--- config.mk ---
export PLATFORM = sky130hd
export DESIGN_NAME = fetch_ctrl
export DESIGN_NICKNAME = d
export VERILOG_FILES = /design/src/rtl/fetch_pkg.sv /design/src/rtl/fetch_pc_reg.sv /design/src/rtl/fetch_ctrl.sv
export SDC_FILE = /design/constraint.sdc
export NUM_CORES = 1
export LEC_CHECK = 0
export ABC_AREA = 1
export CAP_MARGIN = 20
export CORE_UTILIZATION = 48
export CTS_CLUSTER_DIAMETER = 40
export DETAILED_ROUTE_END_ITERATION = 16
export PLACE_DENSITY = 0.84
export SETUP_SLACK_MARGIN = 0.1
export SYNTH_ARGS = -nofsm -noshare
export SYNTH_HDL_FRONTEND = slang
export SYNTH_HIERARCHICAL = 1
export SYNTH_SLANG_ARGS = --single-unit
--- constraint.sdc ---
create_clock -name clk_i -period 4.3 [get_ports clk_i]
set_clock_uncertainty 0.15 [all_clocks]
set_input_delay 0.86 -clock clk_i [delete_from_list [all_inputs] [get_ports clk_i]]
set_output_delay 0.86 -clock clk_i [all_outputs]
set_load 0.01 [all_outputs]
--- src/rtl/fetch_pkg.sv ---
// Shared types and constants for the instruction-fetch sequencer.
package fetch_pkg;

   localparam int          FETCH_ADDR_W  = 7;
   localparam int          FETCH_DATA_W  = 8;
   localparam logic [7:0]  FETCH_HALT_OP = 8'hFF;

   typedef enum logic [1:0] {
      ST_IDLE  = 2'd0,
      ST_FETCH = 2'd1,
      ST_HALT  = 2'd2
   } fetch_state_e;

endpackage

--- src/rtl/fetch_pc_reg.sv ---
// Program counter: async clear to RST_VAL, load has priority over increment,
// increment wraps naturally at 2^ADDR_W.
module pc_reg #(
   parameter int                ADDR_W  = 7,
   parameter logic [ADDR_W-1:0] RST_VAL = '0
) (
   input  logic              clk_i,
   input  logic              rst_n_i,
   input  logic              i_load,
   input  logic [ADDR_W-1:0] i_load_val,
   input  logic              i_inc,
   output logic [ADDR_W-1:0] o_pc
);

   logic [ADDR_W-1:0] r_pc;

   always_ff @(posedge clk_i or negedge rst_n_i) begin
      if (!rst_n_i)    r_pc <= RST_VAL;
      else if (i_load) r_pc <= i_load_val;
      else if (i_inc)  r_pc <= r_pc + ADDR_W'(1);
   end

   assign o_pc = r_pc;

endmodule

--- src/rtl/fetch_ctrl.sv ---
// Instruction-fetch sequencer: owns the PC, registers ROM bytes into a
// valid/ready instruction register, handles redirect, stall and halt.
module fetch_ctrl
   import fetch_pkg::*;
#(
   parameter int                ADDR_W      = FETCH_ADDR_W,
   parameter int                DATA_W      = FETCH_DATA_W,
   parameter logic [ADDR_W-1:0] START_ADDR  = '0,
   parameter logic [DATA_W-1:0] HALT_OPCODE = DATA_W'(FETCH_HALT_OP)
) (
   input  logic              clk_i,
   input  logic              rst_n_i,
   input  logic              start_i,
   input  logic              redirect_i,
   input  logic [ADDR_W-1:0] target_i,
   input  logic              ready_i,
   input  logic [DATA_W-1:0] rom_data_i,
   output logic [ADDR_W-1:0] rom_addr_o,
   output logic [DATA_W-1:0] instr_o,
   output logic [ADDR_W-1:0] instr_pc_o,
   output logic              valid_o,
   output logic              busy_o,
   output logic              done_o
);

   fetch_state_e      r_state;
   logic [DATA_W-1:0] r_instr;
   logic [ADDR_W-1:0] r_instr_pc;
   logic              r_valid;
   logic              r_done;

   logic              w_in_fetch;
   logic              w_start;
   logic              w_redirect;
   logic              w_capture;
   logic              w_halt_hit;
   logic              w_pc_load;
   logic [ADDR_W-1:0] w_pc_load_val;
   logic [ADDR_W-1:0] w_pc;

   assign w_in_fetch = (r_state == ST_FETCH);
   assign w_start    = start_i && !w_in_fetch;
   assign w_redirect = redirect_i && w_in_fetch;
   // Redirect wins over both capture and halt detection in the same cycle.
   assign w_capture  = w_in_fetch && !redirect_i && (!r_valid || ready_i);
   assign w_halt_hit = w_capture && (rom_data_i == HALT_OPCODE);

   assign w_pc_load     = w_start || w_redirect;
   assign w_pc_load_val = w_redirect ? target_i : START_ADDR;

   pc_reg #(
      .ADDR_W  (ADDR_W),
      .RST_VAL (START_ADDR)
   ) u_pc (
      .clk_i      (clk_i),
      .rst_n_i    (rst_n_i),
      .i_load     (w_pc_load),
      .i_load_val (w_pc_load_val),
      .i_inc      (w_capture && !w_halt_hit),
      .o_pc       (w_pc)
   );

   always_ff @(posedge clk_i or negedge rst_n_i) begin
      if (!rst_n_i) begin
         r_state    <= ST_IDLE;
         r_instr    <= '0;
         r_instr_pc <= '0;
         r_valid    <= 1'b0;
         r_done     <= 1'b0;
      end else begin
         case (r_state)
            ST_IDLE, ST_HALT: begin
               r_valid <= 1'b0;
               if (start_i) begin
                  r_state <= ST_FETCH;
                  r_done  <= 1'b0;
               end
            end
            ST_FETCH: begin
               if (redirect_i) begin
                  r_valid <= 1'b0;
               end else if (w_halt_hit) begin
                  r_valid <= 1'b0;
                  r_done  <= 1'b1;
                  r_state <= ST_HALT;
               end else if (w_capture) begin
                  r_instr    <= rom_data_i;
                  r_instr_pc <= w_pc;
                  r_valid    <= 1'b1;
               end
            end
            default: r_state <= ST_IDLE;
         endcase
      end
   end

   assign rom_addr_o = w_pc;
   assign instr_o    = r_instr;
   assign instr_pc_o = r_instr_pc;
   assign valid_o    = r_valid;
   assign busy_o     = w_in_fetch;
   assign done_o     = r_done;

endmodule

==> results_dict.tcl <==
set metrics [dict create \
    status "finished clean" \
    synth-xor-area-share_pct 0 \
    fin_cells 239 \
    synth-simple-area-share_pct 33.5 \
    core_um2 2540 \
    synthTopCellsByArea "dfrtp_1, nand2_1, nand3_1, nor2_1, inv_1" \
    finalSetupTns_ps 0 \
    die_area_um2 2960 \
    drive_gt1_share_pct 9.57 \
    grt_pass1_wl_um 5030 \
    synth.largest_area_cell "dfrtp_1" \
    rows 18 \
    synth_compound_area_share_pct 7.60 \
    synth_area_um2 1320 \
    multi_input_area_um2 554 \
    antenna_found_initial 0 \
    worst-slew-pin-transition_ps 364 \
    cp.required_ps 3290 \
    critPathCaptureType "primary output" \
    cts-buffers-inserted 3 \
    yosysWarningCount 6 \
    powerDensity_nw_per_um2 647 \
    pre_cts_ws_ps 1670 \
    setup.worst_path.start "r_state[1]$_DFFE_PN0P_" \
    layout_commonest_cell "nand2_1" \
    cts_sinks 26 \
    die_height_um 54.4 \
    syn_area_per_cell_um2 8.13 \
    slew_viol_final 0 \
    startpoint_type "register" \
    cp.arrival_ps 1510 \
    whs_ps 347 \
    clk_path_buf_depth 2 \
    grt_pass1_vias 1184 \
    synth_nets 183 \
    fin_ws_ps 1780 \
    cts_resized 0 \
    layout_common_cells "nand2_1, clkdlybuf4s50_1, dfrtp_1" \
    vias 1233 \
    netlist-cell-type-count 22 \
    synth_top_family_by_area "simple AND/OR/NAND/NOR gates" \
    netlist.area_leader.share_pct 49.4 \
    io_buffers 44 \
    grt_overflow 0 \
    min-delay-start "done_o$_DFFE_PN0P_" \
    syn_inst 162 \
    cts_tree "done" \
    hold_path_class "reg2reg" \
    num_io_pins 45 \
    dr.pass1.iters 4 \
    track_usage_pct 23.8 \
    n_fill_cell 194 \
    die_x_um 54.4 \
    finalNetCount 231 \
    gp_congestion 0.901 \
    placed_area_um2 1790 \
    seqCellArea_um2 651 \
    final_cell_area_um2 1840 \
    floorplan.initialDensity_pct 51.8 \
    first_iter_violations 65 \
    wl_per_cell_um 13.0 \
    rsz0062_at_grt "false" \
    path_max_fanout 5 \
    max_cap_violations 0 \
    root_buffer "clkbuf_4" \
    clk_latency_ps 320 \
    vias_per_cell 5.16 \
    utilization_pct 72.5 \
    fin_crit_ps 2520 \
    setup_viol 0 \
    r2r_start "r_state[1]$_DFFE_PN0P_" \
    ant_nets 0 \
    max_slew_margin_pct 75.6 \
    finalHoldViolCount 0 \
    cts_setup_buffers 0 \
    area_growth_pct 40.0 \
    p_total_mw 1.19 \
    fmax_mhz 397 \
    dpl.cell_count 235 \
    crit_type "reg2out" \
    antennaDiodeCount 0 \
    synth_seq_cells 26 \
    drc 0 \
    synthAdderAreaFrac_pct 0.950 \
    routed_wl_um 3100 \
    dp_hpwl_um 2380 \
    ys_seq_area_share_pct 49.4 \
    cts_hold_buf 0 \
    p_leak_nw 0.924 \
    synthMuxAreaShare_pct 0 \
    fin_crit_sh_pct 58.6 \
    grt_start_max_net_pins 22 \
    vdd_ir_drop_max_v 0.000474 \
    clk_pin_slew_worst_paths_ps 140 \
    htreeDepth 1 \
]
==> cell families after synthesis <==
logic type | count (synthesis)
AO/OA/AOI/OAI | 14
adder cells (fa/ha/maj) | 1
buffers and inverters | 21
flip-flops | 26
AND/OR/NAND/NOR | 100
==> power by group <==
| group | internal (mW) | switching, mW | leakage, nW | total, mW |
|---|---|---|---|---|
| combinational | 0.291 | 0.291 | 0.563 | 0.581 |
| clock | 0.0943 | 0.0727 | 0.0279 | 0.167 |
| sequential | 0.348 | 0.0961 | 0.332 | 0.444 |
==> worst max-delay path, stage by stage (launching register included) <==
cell and delay (ps):
dfrtp_1 450, nor2_4 170, clkdlybuf4s50_1 560
==> final timing paths <==
check / to / cells after the start / slack, ps
hold / removal: done_o$_DFFE_PN0P_ / 2 / 350
hold reg to reg: done_o$_DFFE_PN0P_ / 2 / 350
setup reg to reg: u_pc/o_pc[6]$_DFFE_PN0P_ / 7 / 2440
min in group asynchronous: instr_o[4]$_DFFE_PN0P_ / 1 / 640
max in group asynchronous: u_pc/o_pc[3]$_DFFE_PN0P_ / 2 / 2940
setup / recovery: busy_o / 2 / 1780
==> synth_stat cells, drive strengths merged <==
library cell / count
a22oi: 5
o21bai: 3
inv: 17
o31ai: 1
buf: 3
nand2: 71
o211ai: 1
nand3: 12
clkinv: 1
o21ai: 4
dfrtp: 26
nor2: 17
ha: 1
==> flip-flops by register name (all words and copies together) (netlist names) <==
name and cells:
valid_o 1, instr_o 8, u_pc/o_pc 7, done_o 1, r_state 2, instr_pc_o 7
==> layer usage <==
layer	track usage, %	up-vias	wire length [um]
li1	-	601	-
met1	29.9	567	1370
met2	40.4	56	1500
met3	4.72	9	190
met4	8.55	0	48
met5	0	-	0
==> final cells by class <==
class,count,share of cell area (%)
multi-input cells,115,30.1
well taps,30,2.04
clock inverters,1,1.63
inverters,18,4.00
flip-flops and latches,26,35.3
clock buffers,3,1.22
repair buffers,46,25.8
No activity file was read; power rests on OpenSTA's default activity.
==> patch 1: new RTL, same settings <==
Change the package constant `FETCH_ADDR_W` from 7 to 6.
--- a/src/rtl/fetch_pkg.sv
+++ b/src/rtl/fetch_pkg.sv
@@ -2,5 +2,5 @@
 package fetch_pkg;
 
-   localparam int          FETCH_ADDR_W  = 7;
+   localparam int          FETCH_ADDR_W  = 6;
    localparam int          FETCH_DATA_W  = 8;
    localparam logic [7:0]  FETCH_HALT_OP = 8'hFF;
Ports: changed (resized instr_pc_o, rom_addr_o and target_i); port bits go from 45 to 42. The function was not compared with the original's and may differ.
==> patch 1 against the original RTL <==
Cell area shrank 8.4%; non-clock buffer count fell by 4; setup slack gained 32 ps; area after synthesis shrank 8.5%; clock power fell by 31%; hold slack lost 4.9 ps; sequential cell count decreased by 2; largest cell class unchanged; sequential power fell by 9.7%; highest routed layer unchanged; total power fell by 14%; routed wire length down 9.7%; combinational power fell by 11%.
==> patch 1: results (changes against the original RTL) <==
Post-synth top cells=56 x nand2_1, 24 x dfrtp_1, 13 x inv_1; layout cells sized above 1=14.6% (+5.0 points); hold_sp=instr_o[4]; FF-to-FF Start=r_state[0]; Synth area leaders=dfrtp_1 50%, nand2_1 17%, nand2_2 5.7%, inv_1 4.0%, nand3_1 3.7%; worst-path maximum fanout=7 (+2); Netlist cell types=24 (+9.1%); DRT iter0 DRCs=42 (-35%); port bufs=41 (-6.8%); WL per Instance=12.7 um (-1.9%); Worst-Skew Late Latency=300 ps (-20 ps); first-pass GRT wire length=4670 um (-7.1%); hold path endpoint=instr_o[4]; Arr. time, crit path=2530 ps (+1020 ps); CP peak stage delay=650 ps (+90 ps); met1 usage in global routing=29.9% (about the same); status=complete, no violations; sequential fraction of the synthesis area=49.8% (+0.46 points); Critical Path Sink Type=register; VDD IR max=0.378 mV (-20%); GP Congestion=0.802 (-11%); largest net degree at the start of global routing=25 (+14%); WHS=342 ps (-4.94 ps); WL met1=1270 um (-6.9%); Worst Reg-to-Reg Cells=8 (+1); gr usage total=23.2% (-0.66 points); Post-Synth Adder-Cell Area=1.04% (+0.089 points); worst reg2reg setup slack=2370 ps (-70 ps); critical path's slowest cell=o21ai_0; met3 WL=133 um (-30%); GR Util met3=2.92% (-1.8 points); Final #Nets=213 (-7.8%); P_leak=0.851 nW (-7.9%); syn_nets=168 (-8.2%); via count=1132 (-8.2%)
[patch 1: cell count changes after synthesis, sizes merged]
| cell | delta |
|---|---|
| o22ai | +1 |
| dfrtp | -2 |
| nand2 | -3 |
| a21oi | +1 |
| a22oi | -1 |
| nor2 | -5 |
| o21bai | -1 |
| nand3 | -2 |
| buf | -1 |
| o31ai | -1 |
[patch 1: metrics by stage]
step | instances | worst slack, ps | power [mW] | cell area (um2)
global route | 220 | 1670 | 1.11 | 1690
global placement | 215 | 1630 | 0.892 | 1630
floorplan | 148 | 2240 | 0.662 | 1200
finish | 220 | 1810 | 1.03 | 1690
CTS | 219 | 1820 | 1.03 | 1660
detailed placement | 215 | 1530 | 0.913 | 1630
[patch 1: area by class of cell]
cell class | instances | area [um2]
clock buffers | 4 | 36.3
flip-flops and latches | 24 | 601
inverters | 18 | 73.8
repair buffers | 42 | 438
well taps | 28 | 35.0
multi-input cells | 104 | 505
fillers | 190 | 608
[patch 1: report_power, final]
| group | switching (mW) | total [mW] | leakage (nW) | internal (mW) |
|---|---|---|---|---|
| combinational | 0.258 | 0.515 | 0.526 | 0.257 |
| sequential | 0.0819 | 0.401 | 0.304 | 0.319 |
| clock | 0.0634 | 0.115 | 0.0210 | 0.0516 |
[patch 1: cell families (layout without fill, tap and decap cells)]
kind of cell / after synthesis / in the layout
adders and majority gates: 1 / 1
DFF: 24 / 24
and+or+nand+nor: 90 / 90
buffers and inverters: 20 / 64
AOI/OAI and AO/OA: 13 / 13
[patch 1: worst max-delay path: cells and delay by family]
kind	cells	cell delay, ps
AOI/OAI and AO/OA	2	740
buffers and inverters	4	730
and+or+nand+nor	2	190
==> patch 2: new RTL, config.mk and constraints unchanged <==
Without the edit above. Reset style: synchronous (`rst_n_i`), changed in 2 clocked blocks. Comments in the files are not updated.
--- a/src/rtl/fetch_pc_reg.sv
+++ b/src/rtl/fetch_pc_reg.sv
@@ -15,5 +15,5 @@
    logic [ADDR_W-1:0] r_pc;
 
-   always_ff @(posedge clk_i or negedge rst_n_i) begin
+   always_ff @(posedge clk_i) begin
       if (!rst_n_i)    r_pc <= RST_VAL;
       else if (i_load) r_pc <= i_load_val;
--- a/src/rtl/fetch_ctrl.sv
+++ b/src/rtl/fetch_ctrl.sv
@@ -61,5 +61,5 @@
    );
 
-   always_ff @(posedge clk_i or negedge rst_n_i) begin
+   always_ff @(posedge clk_i) begin
       if (!rst_n_i) begin
          r_state    <= ST_IDLE;
Check against the original RTL: differs if rst_n_i is asserted again (counterexample within 4 cycles, from zero or initial values and one cycle with rst_n_i low); with rst_n_i held inactive, the same outputs for 10 cycles.
==> patch 2 against the original RTL <==
Routed wire length decreased by 5.0%; synthesized cell count rose by 5.6%; area after synthesis down 4.7%; via count shrank 0.97%; sequential cell count is the same; cell area is 6.2% lower; setup slack better by 58 ps; die area decreased by 4.6%; critical path depth grew 1; critical path type unchanged; critical endpoint unchanged.
Power is not compared: it rests on default switching activity, and its combinational part moved more than twofold at a synthesized area within 25%.
==> patch 2: results (changes against the original RTL) <==
status=complete, no violations; HP Class=register to register; first-pass GRT wire length=4640 um (-7.7%); htree depth=1 (unchanged); crit path to=busy_o; Ys Warns=6 (unchanged); syn_nets=192 (+4.9%); met2 GRT Util=40.3% (-0.15 points); fillers=228 (+18%); # diodes=0 (unchanged); WL final=2950 um (-5.0%); routed wl met2=1420 um (-5.2%); Worst-Skew Late Latency=around 330 ps; gr usage total=22.9% (-0.88 points); Post-synth top cells=44 x nor2_1, 26 x dfxtp_1, 22 x nand2_1; delay-heaviest family, CP=buffers and inverters; via count=1221 (-0.97%); max reg flops=8 (unchanged); Worst R2R End=u_pc/o_pc[0]; vias in the first global route=1138 (-3.9%); uppermost routed layer=met4; worst reg2reg setup slack=2500 ps (+60 ps); crit path from=r_state[0]; VDD IR max=0.251 mV; dpl hpwl=2270 um (-4.8%); placed standard-cell area=1690 um2 (-5.4%); clock buffer count from CTS=3 (unchanged); met1 usage in global routing=26.3% (-3.5 points); GR Util met3=3.45% (-1.3 points); DRT iter0 DRCs=42 (-35%); WL met1=1290 um (-5.3%); Post-CTS Resized=0 (unchanged); met3 WL=186 um (-2.1%); sequential fraction of the synthesis area=41.5% (-7.9 points); Worst Reg-to-Reg Cells=9 (+2); largest net degree at the start of global routing=22 (unchanged); FF-to-FF Start=r_state[1]; Arr. time, crit path=1450 ps (-60 ps); worst-path maximum fanout=5 (unchanged); P_leak=0.711 nW; layout cells sized above 1=7.87% (-1.7 points); Synth async-reset ratio=0% (-100 points); GP Congestion=0.802 (-11%); DRT Pass-1 Iters=4 (unchanged); Final #Nets=238 (+3.0%); worst-margin pin slew=630 ps (+266 ps); Synth area leaders=dfxtp_1 41%, nor2_1 13%, nand2_1 6.6%, inv_1 5.7%, o21ai_1 4.4%; Netlist cell types=24 (+9.1%)
-- patch 2: logic make-up (layout without fill, tap and decap cells) --
kind of cell / after synthesis / count (layout) / share of synthesized area, %
AOI/OAI and AO/OA: 36 / 36 / 16.8
buffers and inverters: 28 / 73 / 11.8
xor gates and xnor gates: 2 / 2 / 1.40
DFF: 26 / 26 / 41.5
and+or+nand+nor: 78 / 78 / 27.5
adders and majority gates: 1 / 1 / 0.997
-- patch 2: how the worst min path moves through the flow --
| stage | depth (start not counted) | endpoint | slack [ps] | from |
|---|---|---|---|---|
| final | 2 | done_o | 340 | done_o |
| after global routing | 2 | done_o | 370 | done_o |
| after CTS | 2 | done_o | 340 | done_o |
| after detailed placement | 2 | instr_pc_o[1] | 320 | instr_pc_o[1] |
| after global placement | 2 | done_o | 310 | done_o |
| after floorplan | 2 | done_o | 330 | done_o |
-- patch 2: final cells by class --
| type | instances | share of cell area [%] |
|---|---|---|
| Multi-Input combinational cell | 117 | 33.9 |
| Tap cell | 30 | 2.17 |
| Clock buffer | 4 | 2.10 |
| Timing Repair Buffer | 45 | 25.9 |
| Inverter | 24 | 5.86 |
| Sequential cell | 26 | 30.1 |
-- patch 2: through the flow --
stage	cells	util, %	setup slack (ps)	hold slack (ps)	power (mW)
after global routing	246	69.8	1740	369	0.527
final	246	69.8	1840	341	0.500
after detailed placement	242	68.4	1670	320	0.382
after CTS	246	69.8	1820	341	0.506
after floorplan	171	-	2330	332	0.330
after global placement	242	68.4	1730	306	0.379
-- patch 2: where the power goes --
| part | switching [mW] | total, mW | internal (mW) |
|---|---|---|---|
| sequential | 0.00952 | 0.264 | 0.254 |
| combinational | 0.0557 | 0.113 | 0.0573 |
| clock | 0.0716 | 0.124 | 0.0519 |
| total | 0.137 | 0.500 | 0.364 |
